==> src/rtl/kgp_pipe_pkg.sv <==
// Shared pipeline-control definitions: FSM state encoding, register address width
// and the control words driven by the hazard/flush controller.
package kgp_pipe_pkg;

  localparam int REG_AW      = 5;
  localparam int FLUSH_CNT_W = 3;

  typedef enum logic [1:0] {
    RUN        = 2'd0,
    LOAD_STALL = 2'd1,
    BR_FLUSH   = 2'd2,
    MEM_WAIT   = 2'd3
  } state_e;

  typedef struct packed {
    logic pc_write;
    logic ifid_write;
    logic pc_sel;
    logic flush;
    logic ifid_flush;
  } ctrl_t;

  // NOP word: nothing advances and nothing is bubbled (frozen pipeline)
  localparam ctrl_t CTRL_NOP    = '{pc_write: 1'b0, ifid_write: 1'b0, pc_sel: 1'b0, flush: 1'b0, ifid_flush: 1'b0};
  localparam ctrl_t CTRL_RUN    = '{pc_write: 1'b1, ifid_write: 1'b1, pc_sel: 1'b0, flush: 1'b0, ifid_flush: 1'b0};
  localparam ctrl_t CTRL_RESET  = '{pc_write: 1'b0, ifid_write: 1'b0, pc_sel: 1'b0, flush: 1'b1, ifid_flush: 1'b1};
  localparam ctrl_t CTRL_BUBBLE = '{pc_write: 1'b0, ifid_write: 1'b0, pc_sel: 1'b0, flush: 1'b1, ifid_flush: 1'b0};
  localparam ctrl_t CTRL_BRANCH = '{pc_write: 1'b1, ifid_write: 1'b1, pc_sel: 1'b1, flush: 1'b1, ifid_flush: 1'b1};
  localparam ctrl_t CTRL_SQUASH = '{pc_write: 1'b1, ifid_write: 1'b1, pc_sel: 1'b0, flush: 1'b1, ifid_flush: 1'b1};

endpackage

==> src/rtl/hazard_flush_ctrl_if.sv <==
// Hazard-controller bundle: pipeline-side hazard inputs and the stall/flush/redirect
// controls plus debug/perf outputs. The controller takes the slave side.
interface hazard_flush_ctrl_if #(
  parameter int REG_AW = kgp_pipe_pkg::REG_AW,
  parameter int CNT_W  = 16
);
  logic [REG_AW-1:0] id_rs_addr;
  logic [REG_AW-1:0] id_rt_addr;
  logic              id_uses_rs;
  logic              id_uses_rt;
  logic              ex_readdmem;
  logic [REG_AW-1:0] ex_rd_addr;
  logic              ex_branch_taken;
  logic              dmem_wait;
  logic              pc_write;
  logic              ifid_write;
  logic              pc_sel;
  logic              flush;
  logic              ifid_flush;
  logic [1:0]        busy_state;
  logic [CNT_W-1:0]  bubble_cnt;
  logic [CNT_W-1:0]  squash_cnt;

  modport master (
    output id_rs_addr, id_rt_addr, id_uses_rs, id_uses_rt,
    output ex_readdmem, ex_rd_addr, ex_branch_taken, dmem_wait,
    input  pc_write, ifid_write, pc_sel, flush, ifid_flush,
    input  busy_state, bubble_cnt, squash_cnt
  );

  modport slave (
    input  id_rs_addr, id_rt_addr, id_uses_rs, id_uses_rt,
    input  ex_readdmem, ex_rd_addr, ex_branch_taken, dmem_wait,
    output pc_write, ifid_write, pc_sel, flush, ifid_flush,
    output busy_state, bubble_cnt, squash_cnt
  );
endinterface

==> src/rtl/sat_counter.sv <==
// Event counter with synchronous reset that sticks at all-ones instead of wrapping.
module sat_counter #(
  parameter int CNT_W = 16
) (
  input  logic             clk,
  input  logic             rst,
  input  logic             inc,
  output logic [CNT_W-1:0] count
);

  localparam logic [CNT_W-1:0] CNT_MAX = '1;

  logic [CNT_W-1:0] count_r;

  // count events, holding at the maximum
  always_ff @(posedge clk) begin
    if (rst) begin
      count_r <= '0;
    end else if (inc && (count_r != CNT_MAX)) begin
      count_r <= count_r + {{(CNT_W-1){1'b0}}, 1'b1};
    end else begin
      count_r <= count_r;
    end
  end

  assign count = count_r;

endmodule

==> src/rtl/hazard_flush_ctrl.sv <==
// ID-stage hazard controller: load-use bubbles, taken-branch squash and data-memory
// freeze, with Mealy control outputs and saturating bubble/squash counters.
module hazard_flush_ctrl #(
  parameter int REG_AW       = kgp_pipe_pkg::REG_AW,
  parameter int FLUSH_CYCLES = 2,
  parameter int CNT_W        = 16
) (
  input  logic                 clk,
  input  logic                 rst,
  hazard_flush_ctrl_if.slave   bus
);
  import kgp_pipe_pkg::*;

  localparam logic [REG_AW-1:0]      ZERO_REG   = '0;
  localparam logic [FLUSH_CNT_W-1:0] FLUSH_LOAD = FLUSH_CNT_W'(FLUSH_CYCLES - 1);

  state_e                 state_r;
  state_e                 ret_state_r;
  logic [FLUSH_CNT_W-1:0] cnt_r;

  state_e                 eff_state_s;
  state_e                 nxt_state_s;
  state_e                 nxt_ret_s;
  state_e                 busy_s;
  logic [FLUSH_CNT_W-1:0] nxt_cnt_s;
  ctrl_t                  ctrl_s;
  logic                   lu_hz_s;
  logic                   inc_bubble_s;
  logic                   inc_squash_s;

  // load-use detection; $zero is hardwired and never a real dependency
  assign lu_hz_s = bus.ex_readdmem && (bus.ex_rd_addr != ZERO_REG) &&
                   ((bus.id_uses_rs && (bus.id_rs_addr == bus.ex_rd_addr)) ||
                    (bus.id_uses_rt && (bus.id_rt_addr == bus.ex_rd_addr)));

  // while frozen the stored return state governs, so release reacts with no dead cycle
  assign eff_state_s = (state_r == MEM_WAIT) ? ret_state_r : state_r;

  // next-state, control word and counter-increment decode
  always_comb begin
    ctrl_s       = CTRL_RUN;
    nxt_state_s  = eff_state_s;
    nxt_ret_s    = ret_state_r;
    nxt_cnt_s    = cnt_r;
    inc_bubble_s = 1'b0;
    inc_squash_s = 1'b0;
    if (rst) begin
      ctrl_s      = CTRL_RESET;
      nxt_state_s = RUN;
      nxt_ret_s   = RUN;
      nxt_cnt_s   = '0;
    end else if (bus.dmem_wait) begin
      // a frozen ID/EX must not be bubbled, so the freeze word carries no flush
      ctrl_s = CTRL_NOP;
      if (eff_state_s == RUN) begin
        nxt_state_s = MEM_WAIT;
        nxt_ret_s   = RUN;
      end else begin
        nxt_state_s = state_r;
      end
    end else begin
      case (eff_state_s)
        RUN, LOAD_STALL: begin
          if (bus.ex_branch_taken) begin
            ctrl_s       = CTRL_BRANCH;
            nxt_cnt_s    = FLUSH_LOAD;
            nxt_state_s  = (FLUSH_CYCLES > 1) ? BR_FLUSH : RUN;
            inc_squash_s = 1'b1;
          end else if ((eff_state_s == RUN) && lu_hz_s) begin
            ctrl_s       = CTRL_BUBBLE;
            nxt_state_s  = LOAD_STALL;
            inc_bubble_s = 1'b1;
          end else begin
            ctrl_s      = CTRL_RUN;
            nxt_state_s = RUN;
          end
        end
        BR_FLUSH: begin
          ctrl_s = CTRL_SQUASH;
          if (cnt_r <= 3'd1) begin
            nxt_cnt_s   = '0;
            nxt_state_s = RUN;
          end else begin
            nxt_cnt_s   = cnt_r - 3'd1;
            nxt_state_s = BR_FLUSH;
          end
        end
        default: begin
          ctrl_s      = CTRL_RUN;
          nxt_state_s = RUN;
        end
      endcase
    end
  end

  // debug view: a freeze taken from RUN is reported as MEM_WAIT immediately
  always_comb begin
    if (!rst && bus.dmem_wait && (eff_state_s == RUN)) begin
      busy_s = MEM_WAIT;
    end else begin
      busy_s = eff_state_s;
    end
  end

  // FSM state, return state and squash-cycle counter
  always_ff @(posedge clk) begin
    if (rst) begin
      state_r     <= RUN;
      ret_state_r <= RUN;
      cnt_r       <= '0;
    end else begin
      state_r     <= nxt_state_s;
      ret_state_r <= nxt_ret_s;
      cnt_r       <= nxt_cnt_s;
    end
  end

  sat_counter #(.CNT_W(CNT_W)) u_bubble_cnt (
    .clk   (clk),
    .rst   (rst),
    .inc   (inc_bubble_s),
    .count (bus.bubble_cnt)
  );

  sat_counter #(.CNT_W(CNT_W)) u_squash_cnt (
    .clk   (clk),
    .rst   (rst),
    .inc   (inc_squash_s),
    .count (bus.squash_cnt)
  );

  assign bus.pc_write   = ctrl_s.pc_write;
  assign bus.ifid_write = ctrl_s.ifid_write;
  assign bus.pc_sel     = ctrl_s.pc_sel;
  assign bus.flush      = ctrl_s.flush;
  assign bus.ifid_flush = ctrl_s.ifid_flush;
  assign bus.busy_state = busy_s;

endmodule

==> src/flat_wrapper.sv <==
// flat-port wrapper written by rule: the top's interface ports become plain ports
module hazard_flush_ctrl_flat import kgp_pipe_pkg::*;
#(
  parameter int REG_AW       = kgp_pipe_pkg::REG_AW,
  parameter int FLUSH_CYCLES = 2,
  parameter int CNT_W        = 16
)
  (clk, rst, bus_id_rs_addr, bus_id_rt_addr, bus_id_uses_rs, bus_id_uses_rt, bus_ex_readdmem, bus_ex_rd_addr, bus_ex_branch_taken, bus_dmem_wait, bus_pc_write, bus_ifid_write, bus_pc_sel, bus_flush, bus_ifid_flush, bus_busy_state, bus_bubble_cnt, bus_squash_cnt);
  hazard_flush_ctrl_if #(.REG_AW(REG_AW), .CNT_W(CNT_W)) bus_i ();
  input  logic clk;
  input  logic rst;
  input wire logic [$bits(bus_i.id_rs_addr)-1:0] bus_id_rs_addr;
  input wire logic [$bits(bus_i.id_rt_addr)-1:0] bus_id_rt_addr;
  input wire logic [$bits(bus_i.id_uses_rs)-1:0] bus_id_uses_rs;
  input wire logic [$bits(bus_i.id_uses_rt)-1:0] bus_id_uses_rt;
  input wire logic [$bits(bus_i.ex_readdmem)-1:0] bus_ex_readdmem;
  input wire logic [$bits(bus_i.ex_rd_addr)-1:0] bus_ex_rd_addr;
  input wire logic [$bits(bus_i.ex_branch_taken)-1:0] bus_ex_branch_taken;
  input wire logic [$bits(bus_i.dmem_wait)-1:0] bus_dmem_wait;
  output wire logic [$bits(bus_i.pc_write)-1:0] bus_pc_write;
  output wire logic [$bits(bus_i.ifid_write)-1:0] bus_ifid_write;
  output wire logic [$bits(bus_i.pc_sel)-1:0] bus_pc_sel;
  output wire logic [$bits(bus_i.flush)-1:0] bus_flush;
  output wire logic [$bits(bus_i.ifid_flush)-1:0] bus_ifid_flush;
  output wire logic [$bits(bus_i.busy_state)-1:0] bus_busy_state;
  output wire logic [$bits(bus_i.bubble_cnt)-1:0] bus_bubble_cnt;
  output wire logic [$bits(bus_i.squash_cnt)-1:0] bus_squash_cnt;
  assign bus_i.id_rs_addr = bus_id_rs_addr;
  assign bus_i.id_rt_addr = bus_id_rt_addr;
  assign bus_i.id_uses_rs = bus_id_uses_rs;
  assign bus_i.id_uses_rt = bus_id_uses_rt;
  assign bus_i.ex_readdmem = bus_ex_readdmem;
  assign bus_i.ex_rd_addr = bus_ex_rd_addr;
  assign bus_i.ex_branch_taken = bus_ex_branch_taken;
  assign bus_i.dmem_wait = bus_dmem_wait;
  assign bus_pc_write = bus_i.pc_write;
  assign bus_ifid_write = bus_i.ifid_write;
  assign bus_pc_sel = bus_i.pc_sel;
  assign bus_flush = bus_i.flush;
  assign bus_ifid_flush = bus_i.ifid_flush;
  assign bus_busy_state = bus_i.busy_state;
  assign bus_bubble_cnt = bus_i.bubble_cnt;
  assign bus_squash_cnt = bus_i.squash_cnt;
  hazard_flush_ctrl #(.REG_AW(REG_AW), .FLUSH_CYCLES(FLUSH_CYCLES), .CNT_W(CNT_W)) u_core (.clk(clk), .rst(rst), .bus(bus_i));
endmodule
==> config.mk <==
export PLATFORM = sky130hd
export DESIGN_NAME = hazard_flush_ctrl_flat
export DESIGN_NICKNAME = d
export VERILOG_FILES = /design/src/rtl/kgp_pipe_pkg.sv /design/src/rtl/hazard_flush_ctrl_if.sv /design/src/rtl/sat_counter.sv /design/src/rtl/hazard_flush_ctrl.sv /design/src/flat_wrapper.sv
export SDC_FILE = /design/constraint.sdc
export NUM_CORES = 1
export LEC_CHECK = 0
export BUFFER_PORTS_ARGS = -buffer_cell sky130_fd_sc_hd__buf_2
export CAP_MARGIN = 20
export CORE_MARGIN = 2
export CORE_UTILIZATION = 40
export CTS_CLUSTER_DIAMETER = 120
export DETAILED_ROUTE_END_ITERATION = 10
export HOLD_SLACK_MARGIN = 0.12
export PLACE_DENSITY = 0.6
export SLEW_MARGIN = 25
export SYNTH_ARGS = -nofsm -noshare
export SYNTH_HDL_FRONTEND = slang
export SYNTH_SLANG_ARGS = --single-unit
==> constraint.sdc <==
create_clock -name clk -period 2.15 [get_ports clk]
set_input_delay 0 -clock clk [delete_from_list [all_inputs] [get_ports clk]]
set_output_delay 0 -clock clk [all_outputs]
set_load 0.1 [all_outputs]
==> impl_metrics.csv <==
group,metric,value,unit
logic_synthesis,synth_area,2210,sq um
finish,nFillCells,541,
logic_synthesis,yosys_warnings,0,
power,power.density,522,nW/um^2
clock_tree,cts_made_buffers,5,
logic_synthesis,seq_area_frac_synth,33.5,%
sta,fin_ws,0.147,ns
logic_synthesis,syn_inst,252,
worst_hold_path,min_to,"u_core.state_r[1]$_SDFFE_PP0P_",
die,die_area,6140,sq um
finish,diodes,0,
die,start_util,40.7,%
route,via_per_inst,5.48,
clock_tree,clk_latency,0.28,ns
finish,syn_to_final_growth,28.1,%
global_route,grt_pass1_vias,1881,
worst_setup_path,path_max_fanout,7,
die,core-area,5440,sq um
sta,setup_viol,0,
power,swShare,29.7,%
power,vdd.ir_drop.worst,0.276,mV
finish,drive_gt1_share,40.6,%
sta,slew_viol_final,0,
global_route,grt_overflow,0,
clock_tree,clock_sinks,37,
clock_tree,cts_buffer_depth,2,
run_status,status,"finished clean",
logic_synthesis,syn_avg_cell_area,8.78,sq um
worst_setup_path,r2r-end,"u_core.u_squash_cnt.count[12]$_SDFFE_PP0P_",
route,drc,0,
finish,nets,344,
sta,tns,0,ns
worst_hold_path,hold_path_class,"input port to flip-flop",
route,ant_nets,0,
sta,max_freq,0.499,GHz
worst_setup_path,startpoint_type,"flip-flop",
sta,finalCriticalPeriod,2.00,ns
sta,rsz0062_at_grt,"false",
logic_synthesis,synth_edf_count,0,
sta,finalCritPeriodShare,93.2,%
worst_setup_path,cp.arrival,2.16,ns
die,die_h,78.4,um
global_route,grtUsageTotal,17.3,%
power,p_leak,1.07,nW
logic_synthesis,async_reset_ff_share,0,%
power,p_seq_share,47.2,%
finish,seq_area,786,sq um
route,dr.pass1.iters,4,
logic_synthesis,ys.flop_type,"dfxtp_1",
power,comb_power_share,19.3,%
power,power_switching,0.439,mW
power,p_clk_share,33.4,%
logic_synthesis,synth_cell_type_count,51,
place,dp.final_hpwl,3.64,mm
route,drt_iter0_markers,78,
place,dp_slack,0.0272,ns
place,gp_congestion,0.723,
worst_setup_path,crit_path_end_kind,"flip-flop",
finish,fin_area,2830,sq um
place,dpl-instance-area,2690,sq um
clock_tree,tritoncts,"built",
sta,worst_pin_slew,0.584,ns
sta,slew_headroom,60.8,%
sta,finalHoldViolCount,0,
power,p_int,1.04,mW
die,io_pins,61,
clock_tree,cts_root_buf,"clkbuf_8",
worst_hold_path,min_from,"bus_ex_branch_taken",
global_route,antenna_found_initial,0,
logic_synthesis,ys_ff_latch,37,
logic_synthesis,syn-num-nets,281,
clock_tree,clk_pin_slew_worst_paths,0.07,ns
run,drv_cap,0,
worst_setup_path,rr_worst_depth,9,
route,vias,2122,
worst_hold_path,whs_path_depth,4,
finish,multi_input_area,1430,sq um
worst_setup_path,path_class,"flip-flop to flip-flop",
global_route,grt_pass1_wl,8.73,mm
clock_tree,htree_levels,2,
worst_setup_path,worst_ep_required_time,2.31,ns
die,num_rows,27,
route,finalWirelength,5.20,mm
die,fp.dieW,78.4,um
worst_setup_path,r2r_setup_slack,0.15,ns
place,io_buffers,60,
route,wl_per_cell,13.4,um
global_route,grt_max_degree,39,
sta,skew,0.00502,ns
worst_setup_path,r2r_start,"u_core.state_r[0]$_SDFFE_PP0P_",
synthesized netlist by cell type, types with 2 or more instances:
cell,instances,area [sq um]
and2_1,2,12.5
buf_6,2,22.5
o31ai_1,11,82.6
nor4_1,6,37.5
xnor2_1,24,210
clkbuf_1,4,15.0
a21oi_1,20,100
nand2b_1,4,25.0
nand3_1,11,55.1
nand4_1,9,56.3
dfxtp_1,37,741
nand2_1,12,45.0
nor3_1,6,30.0
and4_1,4,35.0
buf_2,4,20.0
or4_1,11,82.6
nor2_1,23,86.3
o21ai_0,9,45.0
nor2b_1,3,18.8
or3_1,2,12.5
ha_1,7,87.6
nor4_2,3,37.5
inv_1,8,30.0
nand4b_1,3,26.3
flip-flops by register name (all words and copies together) (netlist names):
register,count
u_core.cnt_r,3
u_core.state_r,2
u_core.u_bubble_cnt.count,16
u_core.u_squash_cnt.count,16
kinds of logic (layout without fill, tap and decap cells):
family	Yosys count	in the layout	synth area share, %
mux	3	3	1.47
buf+inv	20	82	4.69
compound gates	51	52	15.0
xor+xnor	24	24	9.50
flops	37	37	33.5
simple gates	110	110	31.8
fa+ha+maj	7	7	3.96
critical path, stage by stage, from the launching register on:
cell	delay (ns)
dfxtp_2	0.34
inv_1	0.06
ha_2	0.20
nand2b_4	0.15
or3_4	0.45
clkinv_8	0.09
nand3_4	0.13
nor4b_4	0.29
xnor2_1	0.14
nor2_1	0.05
power by group through the flow:
stage          combinational, mW  sequential (mW)  clock (mW)
2_1_floorplan              0.194            0.723           0
3_3_place_gp               0.276            0.714           0
3_5_place_dp               0.278            0.715           0
4_1_cts                    0.280            0.698       0.518
5_1_grt                    0.306            0.701       0.544
6_report                   0.286            0.699       0.494
cells in the final DEF, fill, tap and decap left out, types with 7 or more instances in the layout:
master and n:
buf_2 55, dfxtp_2 30, xnor2_1 24, nor2_1 23, a21oi_1 20, nand2_1 12, nand3_1 11, o31ai_1 11
or4_1 11, nand4_1 9, o21ai_0 9, inv_1 8, buf_4 7
per-stage QoR:
| stage | util [%] | hold WS, ns | power, mW | cells |
|---|---|---|---|---|
| floorplan | - | 0.217 | 0.917 | 252 |
| global placement | 49.4 | 0.372 | 0.991 | 378 |
| detailed placement | 49.4 | 0.381 | 0.992 | 378 |
| CTS | 51.1 | 0.192 | 1.50 | 386 |
| global route | 52.1 | 0.193 | 1.55 | 387 |
| finish | 52.1 | 0.173 | 1.48 | 387 |
layer usage:
layer  vias to the layer above  part of all wire [%]  track usage, %
met2                        66                    46            28.4
met5                         -                     0               0
met4                         0                  0.58            4.74
met3                         2                   5.7            4.14
met1                       996                    47            22.6
li1                       1058                     -               -
cell type report:
type	count	area share (%)
multi-input cells	196	50.4
flip-flops and latches	37	27.7
repair buffers	66	14.0
well taps	72	3.18
clock buffers	7	3.05
inverters	9	1.63
worst max-delay path by stage:
stage,end,depth (start not counted),start,slack (ns)
3_5_place_dp,u_core.u_squash_cnt.count[12]$_SDFFE_PP0P_,9,u_core.state_r[0]$_SDFFE_PP0P_,0.03
4_1_cts,bus_ifid_write,7,u_core.state_r[0]$_SDFFE_PP0P_,0.01
5_1_grt,u_core.u_squash_cnt.count[12]$_SDFFE_PP0P_,9,u_core.state_r[0]$_SDFFE_PP0P_,0.01
6_report,u_core.u_squash_cnt.count[12]$_SDFFE_PP0P_,9,u_core.state_r[0]$_SDFFE_PP0P_,0.15
3_3_place_gp,u_core.u_squash_cnt.count[9]$_SDFFE_PP0P_,7,u_core.state_r[0]$_SDFFE_PP0P_,0.06
2_1_floorplan,bus_pc_write,7,u_core.state_r[0]$_SDFFE_PP0P_,-0.13
what timing repair did:
item / in CTS / in global routing
buffers inserted: 0 / 0
hold endpoints to repair: 2 / 0
endpoints found under the setup margin: 0 / 22
hold buffers: 1 / 0
gates resized for setup: 0 / 11
(Power assumes the default switching activity.)
